**config.mk**
```make
export PLATFORM = sky130hd
export DESIGN_NAME = adc_spi_responder_flat
export DESIGN_NICKNAME = d
export VERILOG_FILES = /design/src/rtl/adc_spi_pkg.sv /design/src/rtl/adc_spi_if.sv /design/src/rtl/adc_spi_shift.sv /design/src/rtl/adc_spi_responder.sv /design/src/flat_wrapper.sv
export SDC_FILE = /design/constraint.sdc
export NUM_CORES = 1
export LEC_CHECK = 0
export ABC_AREA = 1
export BUFFER_PORTS_ARGS = -buffer_cell sky130_fd_sc_hd__buf_4
export CAP_MARGIN = 15
export CORE_UTILIZATION = 46
export CTS_BUF_LIST = sky130_fd_sc_hd__clkbuf_4
export DETAILED_ROUTE_END_ITERATION = 8
export PLACE_DENSITY = 0.9
export SYNTH_ARGS = -nofsm -noshare
export SYNTH_HDL_FRONTEND = slang
export SYNTH_SLANG_ARGS = --single-unit
```
**constraint.sdc**
```tcl
create_clock -name SCLK -period 1.6 [get_ports SCLK]
set_input_delay 0.48 -clock SCLK [delete_from_list [all_inputs] [get_ports SCLK]]
set_output_delay 0.48 -clock SCLK [all_outputs]
set_load 0.05 [all_outputs]
```
**src/rtl/adc_spi_pkg.sv**
```systemverilog
// Shared definitions for the ADC SPI responder: default geometry, command opcodes and FSM encoding.
package adc_spi_pkg;

  localparam int DATA_W_DEF = 16;
  localparam int NUM_CH_DEF = 8;

  localparam logic [2:0] OP_NOP    = 3'b000;
  localparam logic [2:0] OP_SET_CH = 3'b001;
  localparam logic [2:0] OP_SEQ    = 3'b010;

  typedef enum logic [1:0] {
    ST_IDLE      = 2'd0,
    ST_SHIFT     = 2'd1,
    ST_WAIT_HIGH = 2'd2
  } state_t;

endpackage

```
**src/rtl/adc_spi_if.sv**
```systemverilog
// Three-wire ADC SPI link (frame select, command in, sample out) between master and responder.
interface adc_spi_if;
  logic SYNC1;
  logic SDI1;
  logic SDO1;

  modport master (output SYNC1, output SDI1, input SDO1);
  modport slave  (input SYNC1, input SDI1, output SDO1);
endinterface

```
**src/rtl/adc_spi_shift.sv**
```systemverilog
// Bidirectional shift pair: parallel-loaded transmit register, serial receive register, bit counter.
module adc_spi_shift #(
  parameter int DATA_W = 16,
  parameter int CNT_W  = 5
) (
  input  logic              clk,
  input  logic              rst,
  input  logic              load,
  input  logic              shift,
  input  logic              sdi,
  input  logic [DATA_W-1:0] load_data,
  output logic              tx_next_bit,
  output logic [DATA_W-1:0] rx_word,
  output logic [CNT_W-1:0]  bit_cnt
);

  logic [DATA_W-1:0] tx_r;
  // Only DATA_W-1 bits are kept; the final bit comes straight from sdi on the capturing edge.
  logic [DATA_W-2:0] rx_r;
  logic [CNT_W-1:0]  cnt_r;

  assign rx_word     = {rx_r, sdi};
  assign tx_next_bit = tx_r[DATA_W-2];
  assign bit_cnt     = cnt_r;

  // Shift registers and bit counter.
  always_ff @(posedge clk) begin
    if (rst) begin
      tx_r  <= '0;
      rx_r  <= '0;
      cnt_r <= '0;
    end else if (load) begin
      tx_r  <= load_data;
      rx_r  <= rx_word[DATA_W-2:0];
      cnt_r <= CNT_W'(1);
    end else if (shift) begin
      tx_r  <= tx_r << 1;
      rx_r  <= rx_word[DATA_W-2:0];
      cnt_r <= cnt_r + CNT_W'(1);
    end else begin
      tx_r  <= tx_r;
      rx_r  <= rx_r;
      cnt_r <= cnt_r;
    end
  end

endmodule

```
**src/rtl/adc_spi_responder.sv**
```systemverilog
// SPI target emulating a multichannel ADC: frames on SYNC1, commands in on SDI1, samples out on SDO1.
module adc_spi_responder
  import adc_spi_pkg::*;
#(
  parameter int DATA_W = DATA_W_DEF,
  parameter int NUM_CH = NUM_CH_DEF,
  parameter int CH_W   = $clog2(NUM_CH)
) (
  input  logic                     SCLK,
  input  logic                     RST,
  adc_spi_if.slave                 spi,
  input  logic [NUM_CH*DATA_W-1:0] ch_data,
  output logic [CH_W-1:0]          cur_ch,
  output logic [DATA_W-1:0]        cmd_word,
  output logic                     cmd_valid,
  output logic                     frame_err,
  output logic                     busy
);

  localparam int CNT_W = $clog2(DATA_W) + 1;
  localparam logic [CNT_W-1:0] LAST_CNT = CNT_W'(DATA_W - 1);

  state_t             state_r, state_nx_s;
  logic               load_s, shift_s, done_s, abort_s;
  logic               tx_next_bit_s;
  logic [DATA_W-1:0]  rx_word_s, snap_s;
  logic [CNT_W-1:0]   bit_cnt_s;
  logic               sdo_r, seq_mode_r, seq_mode_nx_s;
  logic [CH_W-1:0]    cur_ch_r, cur_ch_nx_s, ch_sel_s, seq_adv_s;
  logic [2:0]         opcode_s;
  logic [DATA_W-1:0]  cmd_word_r;
  logic               cmd_valid_r, frame_err_r;

  assign snap_s    = ch_data[cur_ch_r*DATA_W +: DATA_W];
  assign spi.SDO1  = sdo_r;
  assign cur_ch    = cur_ch_r;
  assign cmd_word  = cmd_word_r;
  assign cmd_valid = cmd_valid_r;
  assign frame_err = frame_err_r;
  assign busy      = (state_r == ST_SHIFT);

  adc_spi_shift #(.DATA_W(DATA_W), .CNT_W(CNT_W)) u_shift (
    .clk         (SCLK),
    .rst         (RST),
    .load        (load_s),
    .shift       (shift_s),
    .sdi         (spi.SDI1),
    .load_data   (snap_s),
    .tx_next_bit (tx_next_bit_s),
    .rx_word     (rx_word_s),
    .bit_cnt     (bit_cnt_s)
  );

  // State register; a reset that lands mid-frame parks in WAIT_HIGH so the partial frame is never answered.
  always_ff @(posedge SCLK) begin
    if (RST) begin
      state_r <= spi.SYNC1 ? ST_IDLE : ST_WAIT_HIGH;
    end else begin
      state_r <= state_nx_s;
    end
  end

  // Next-state and per-edge control strobes.
  always_comb begin
    state_nx_s = state_r;
    load_s     = 1'b0;
    shift_s    = 1'b0;
    done_s     = 1'b0;
    abort_s    = 1'b0;
    case (state_r)
      ST_IDLE: begin
        if (!spi.SYNC1) begin
          load_s     = 1'b1;
          state_nx_s = ST_SHIFT;
        end else begin
          state_nx_s = ST_IDLE;
        end
      end
      ST_SHIFT: begin
        if (spi.SYNC1) begin
          abort_s    = 1'b1;
          state_nx_s = ST_IDLE;
        end else begin
          shift_s = 1'b1;
          if (bit_cnt_s == LAST_CNT) begin
            done_s     = 1'b1;
            state_nx_s = ST_WAIT_HIGH;
          end else begin
            state_nx_s = ST_SHIFT;
          end
        end
      end
      ST_WAIT_HIGH: begin
        if (spi.SYNC1) begin
          state_nx_s = ST_IDLE;
        end else begin
          state_nx_s = ST_WAIT_HIGH;
        end
      end
      default: begin
        state_nx_s = ST_IDLE;
      end
    endcase
  end

  // Command decode on the word completing this edge; reserved opcodes behave as NOP.
  always_comb begin
    opcode_s      = rx_word_s[DATA_W-1 -: 3];
    ch_sel_s      = CH_W'(32'(rx_word_s[CH_W-1:0]) % NUM_CH);
    cur_ch_nx_s   = cur_ch_r;
    seq_mode_nx_s = seq_mode_r;
    if (!seq_mode_r) begin
      seq_adv_s = cur_ch_r;
    end else if (cur_ch_r == CH_W'(NUM_CH - 1)) begin
      seq_adv_s = '0;
    end else begin
      seq_adv_s = cur_ch_r + CH_W'(1);
    end
    case (opcode_s)
      OP_NOP:    cur_ch_nx_s = seq_adv_s;
      OP_SET_CH: begin
        cur_ch_nx_s   = ch_sel_s;
        seq_mode_nx_s = 1'b0;
      end
      OP_SEQ:    begin
        cur_ch_nx_s   = ch_sel_s;
        seq_mode_nx_s = 1'b1;
      end
      default:   cur_ch_nx_s = seq_adv_s;
    endcase
  end

  // Serial output: sample MSB on frame start, next bit each shift edge, zero otherwise.
  always_ff @(posedge SCLK) begin
    if (RST) begin
      sdo_r <= 1'b0;
    end else if (load_s) begin
      sdo_r <= snap_s[DATA_W-1];
    end else if (shift_s) begin
      sdo_r <= tx_next_bit_s;
    end else begin
      sdo_r <= 1'b0;
    end
  end

  // Command state and status pulses; cur_ch changes only when a frame completes.
  always_ff @(posedge SCLK) begin
    if (RST) begin
      cur_ch_r    <= '0;
      seq_mode_r  <= 1'b0;
      cmd_word_r  <= '0;
      cmd_valid_r <= 1'b0;
      frame_err_r <= 1'b0;
    end else begin
      cmd_valid_r <= done_s;
      frame_err_r <= abort_s;
      if (done_s) begin
        cmd_word_r <= rx_word_s;
        cur_ch_r   <= cur_ch_nx_s;
        seq_mode_r <= seq_mode_nx_s;
      end else begin
        cmd_word_r <= cmd_word_r;
        cur_ch_r   <= cur_ch_r;
        seq_mode_r <= seq_mode_r;
      end
    end
  end

endmodule

```
**src/flat_wrapper.sv**
```systemverilog
// flat-port wrapper written by rule: the top's interface ports become plain ports
module adc_spi_responder_flat import adc_spi_pkg::*;
#(
  parameter int DATA_W = DATA_W_DEF,
  parameter int NUM_CH = NUM_CH_DEF,
  parameter int CH_W   = $clog2(NUM_CH)
)
  (SCLK, RST, ch_data, cur_ch, cmd_word, cmd_valid, frame_err, busy, spi_SYNC1, spi_SDI1, spi_SDO1);
  adc_spi_if spi_i ();
  input  logic SCLK;
  input  logic RST;
  input  logic [NUM_CH*DATA_W-1:0] ch_data;
  output logic [CH_W-1:0] cur_ch;
  output logic [DATA_W-1:0] cmd_word;
  output logic cmd_valid;
  output logic frame_err;
  output logic busy;
  input wire logic [$bits(spi_i.SYNC1)-1:0] spi_SYNC1;
  input wire logic [$bits(spi_i.SDI1)-1:0] spi_SDI1;
  output wire logic [$bits(spi_i.SDO1)-1:0] spi_SDO1;
  assign spi_i.SYNC1 = spi_SYNC1;
  assign spi_i.SDI1 = spi_SDI1;
  assign spi_SDO1 = spi_i.SDO1;
  adc_spi_responder #(.DATA_W(DATA_W), .NUM_CH(NUM_CH), .CH_W(CH_W)) u_core (.SCLK(SCLK), .RST(RST), .spi(spi_i), .ch_data(ch_data), .cur_ch(cur_ch), .cmd_word(cmd_word), .cmd_valid(cmd_valid), .frame_err(frame_err), .busy(busy));
endmodule
```
==> flow_summary.yaml <==
die:
  rows: 33
  io_pins: 155
  fp.dieH_um: 95.5
  start_util_pct: 48.2
  core-area_um2: 8340
  die_w_um: 95.5
  dieArea_um2: 9120
route:
  drt_pass1_iterations: 5
  wl_um: 11300
  wire_per_inst_um: 12.0
  num_vias: 4657
  drt_iter0_drc: 265
  drc: 0
  viasPerCell: 4.92
  drtAntennaViolNets: 0
cells_and_area:
  area_growth_pct: 36.3
  drive_above_1_share_pct: 27.2
  nets: 972
  antenna_cells: 0
  final_cells: 946
  fill_cells: 755
  finalCoreUtilization_pct: 65.7
power_and_ir_drop:
  clkPwrFrac_pct: 28.8
  leakage_uw: 0.00309
  p_seq_share_pct: 50.6
  switching_share_pct: 29.2
  p_int_uw: 2240
  p_sw_uw: 925
  p_comb_share_pct: 20.6
  peakVddDrop_mv: 0.352
  powerDensity_nw_per_um2: 577
timing:
  whs_ns: 0.345
  fin_crit_sh_pct: 96.1
  period_needed_ns: 1.54
  slew_headroom_pct: 65.6
  clock_skew_ns: 0.0173
  timing.fmax_ghz: 0.651
  hold_viol: 0
  tightestPinTransition_ns: 0.516
  rsz0062_at_grt: "true"
  setup_viol: 0
  drv_slew: 0
synthesis:
  syn-num-nets: 824
  synth-main-ff-cell: "dfxtp_1"
  synth_area_um2: 4020
  synth_warnings: 0
  synth-async-reset-ratio_pct: 0
  syn_avg_cell_area_um2: 5.85
  yosys-top-cells-area: "dfxtp_1, nand2_1, nand3_1"
  synth.distinct_cells: 27
  synth_top_area_share_pct: 29.9
  ys_seq_area_share_pct: 29.9
  synth_edf_count: 0
  synth_cells: 688
  ys_seq_elements: 60
  yosysTopAreaCell: "dfxtp_1"
setup_path:
  critPathCaptureType: "output port"
  crit_arrival_ns: 1.06
  crit_required_ns: 1.12
  cp-start-kind: "register"
  crit_type: "reg2out"
  cp_max_fo: 12
placement:
  dpl.hpwl_um: 8570
  routabilityCongestion: 0.893
  io_buffers: 154
  placed_cells: 926
cts:
  cts_sinks: 60
  cts_tree: "done"
  clk_latency_ns: 0.40
  root_buffer: "clkbuf_4"
  path_clk_slew_ns: 0.10
  htreeDepth: 3
  numCtsBuffers: 9
  clk_path_buf_depth: 2
global_routing:
  overflow: 0
  grt_pass1_vias: 4178
  grt_max_degree: 37
  grt_usage_pct: 25.9
  grt_pass1_wl_um: 18300
  antenna_found_initial: 0
run_status:
  status: "complete, no violations"
hold_path:
  hold_class: "in2reg"
run:
  max-cap-violations: 0
power groups by stage:
stage	Clock (µW)	Combinational (µW)	Sequential, µW
after floorplan	0	326	1630
after global placement	0	624	1630
after detailed placement	0	638	1630
after CTS	932	645	1600
after global routing	1020	730	1610
final	912	653	1600
per-layer routing:
metal	track usage [%]	up-vias	wire [µm]
met3	5.34	44	817
li1	-	2410	-
met5	0	-	0
met2	44.2	162	5460
met4	13.6	0	472
met1	30.4	2041	4570
cells in the mapped netlist (5+ instances only):
cell type	n
a21oi_1	27
o21ai_0	43
buf_2	21
nor2_1	69
nand2_1	162
clkbuf_1	9
nand3_1	110
dfxtp_1	60
or2_2	14
inv_1	132
inv_2	5
worst max-delay path, stage by stage (launching register included):
cell and delay (ns):
dfxtp_4 0.39, buf_8 0.13, buf_8 0.14
placed cells by master (no fill, tap or decap), types with 3 or more instances in the layout:
master    synthesis  routed
nand3_1         110     110
o21ai_0          43      36
clkinv_4          1       5
inv_2             5       7
buf_8             0       3
o21ai_1           4      11
a21oi_1          27      27
buf_12            0       5
dfxtp_1          60      54
inv_1           132     130
o21bai_1          4       4
dfxtp_2           0       5
buf_4             3     168
ha_1              4       3
nor2_1           69      69
or2_2            14      14
nand2_1         162     162
clkbuf_4          0       9
logic make-up after synthesis:
logic type	Yosys count	synth area share, %
simple gates	365	39.6
buf+inv	177	18.3
compound gates	82	10.9
flops	60	29.9
fa+ha+maj	4	1.24
per-stage QoR:
step | area, µm² | setup WS [ns] | setup TNS (ns) | power, µW
floorplan | 4020 | 0.0308 | 0 | 1950
global placement | 5300 | 0.0867 | 0 | 2260
detailed placement | 5300 | -0.00159 | -0.00159 | 2270
CTS | 5440 | -0.00794 | -0.00794 | 3180
global route | 5480 | -0.00174 | -0.00245 | 3360
finish | 5480 | 0.0631 | 0 | 3160
worst paths after layout:
check | startpoint | end | slack, ns | cells past startpoint
max | u_core.cur_ch[0] | cur_ch[0] | 0.06 | 2
min | spi_SDI1 | u_core.cmd_word[0] | 0.35 | 3
max reg2reg | u_core.u_shift.bit_cnt[0] | u_core.cmd_word[8] | 0.10 | 7
min reg2reg | u_core.u_shift.bit_cnt[3] | u_core.u_shift.bit_cnt[3] | 0.47 | 1
area by class of cell:
| type | instances | area, µm² | share of cell area, % |
|---|---|---|---|
| inverter | 138 | 526 | 9.58 |
| clock inverter | 7 | 53.8 | 0.981 |
| clock buffer | 9 | 67.6 | 1.23 |
| tap | 105 | 131 | 2.40 |
| timing repair buffer | 176 | 1410 | 25.7 |
| sequential | 60 | 1210 | 22.1 |
| multi-input combinational | 451 | 2090 | 38.1 |
flip-flops by register name (all words and copies together), names as in the netlist:
register	flops
u_core.cmd_word	16
u_core.u_shift.rx_r	15
u_core.u_shift.tx_r	15
u_core.u_shift.bit_cnt	5
u_core.cur_ch	3
u_core.state_r	2
u_core.cmd_valid	1
u_core.frame_err	1
u_core.seq_mode_r	1
u_core.spi.SDO1	1
repair_timing:
action	CTS	global route
hold buffers	0	0
setup buffers	0	4
endpoints found under the setup margin	4	20
endpoints found under the hold margin	0	0
gates resized for setup	11	12
pin swaps	0	1
Note: power is estimated with default switching activity, not from simulation.
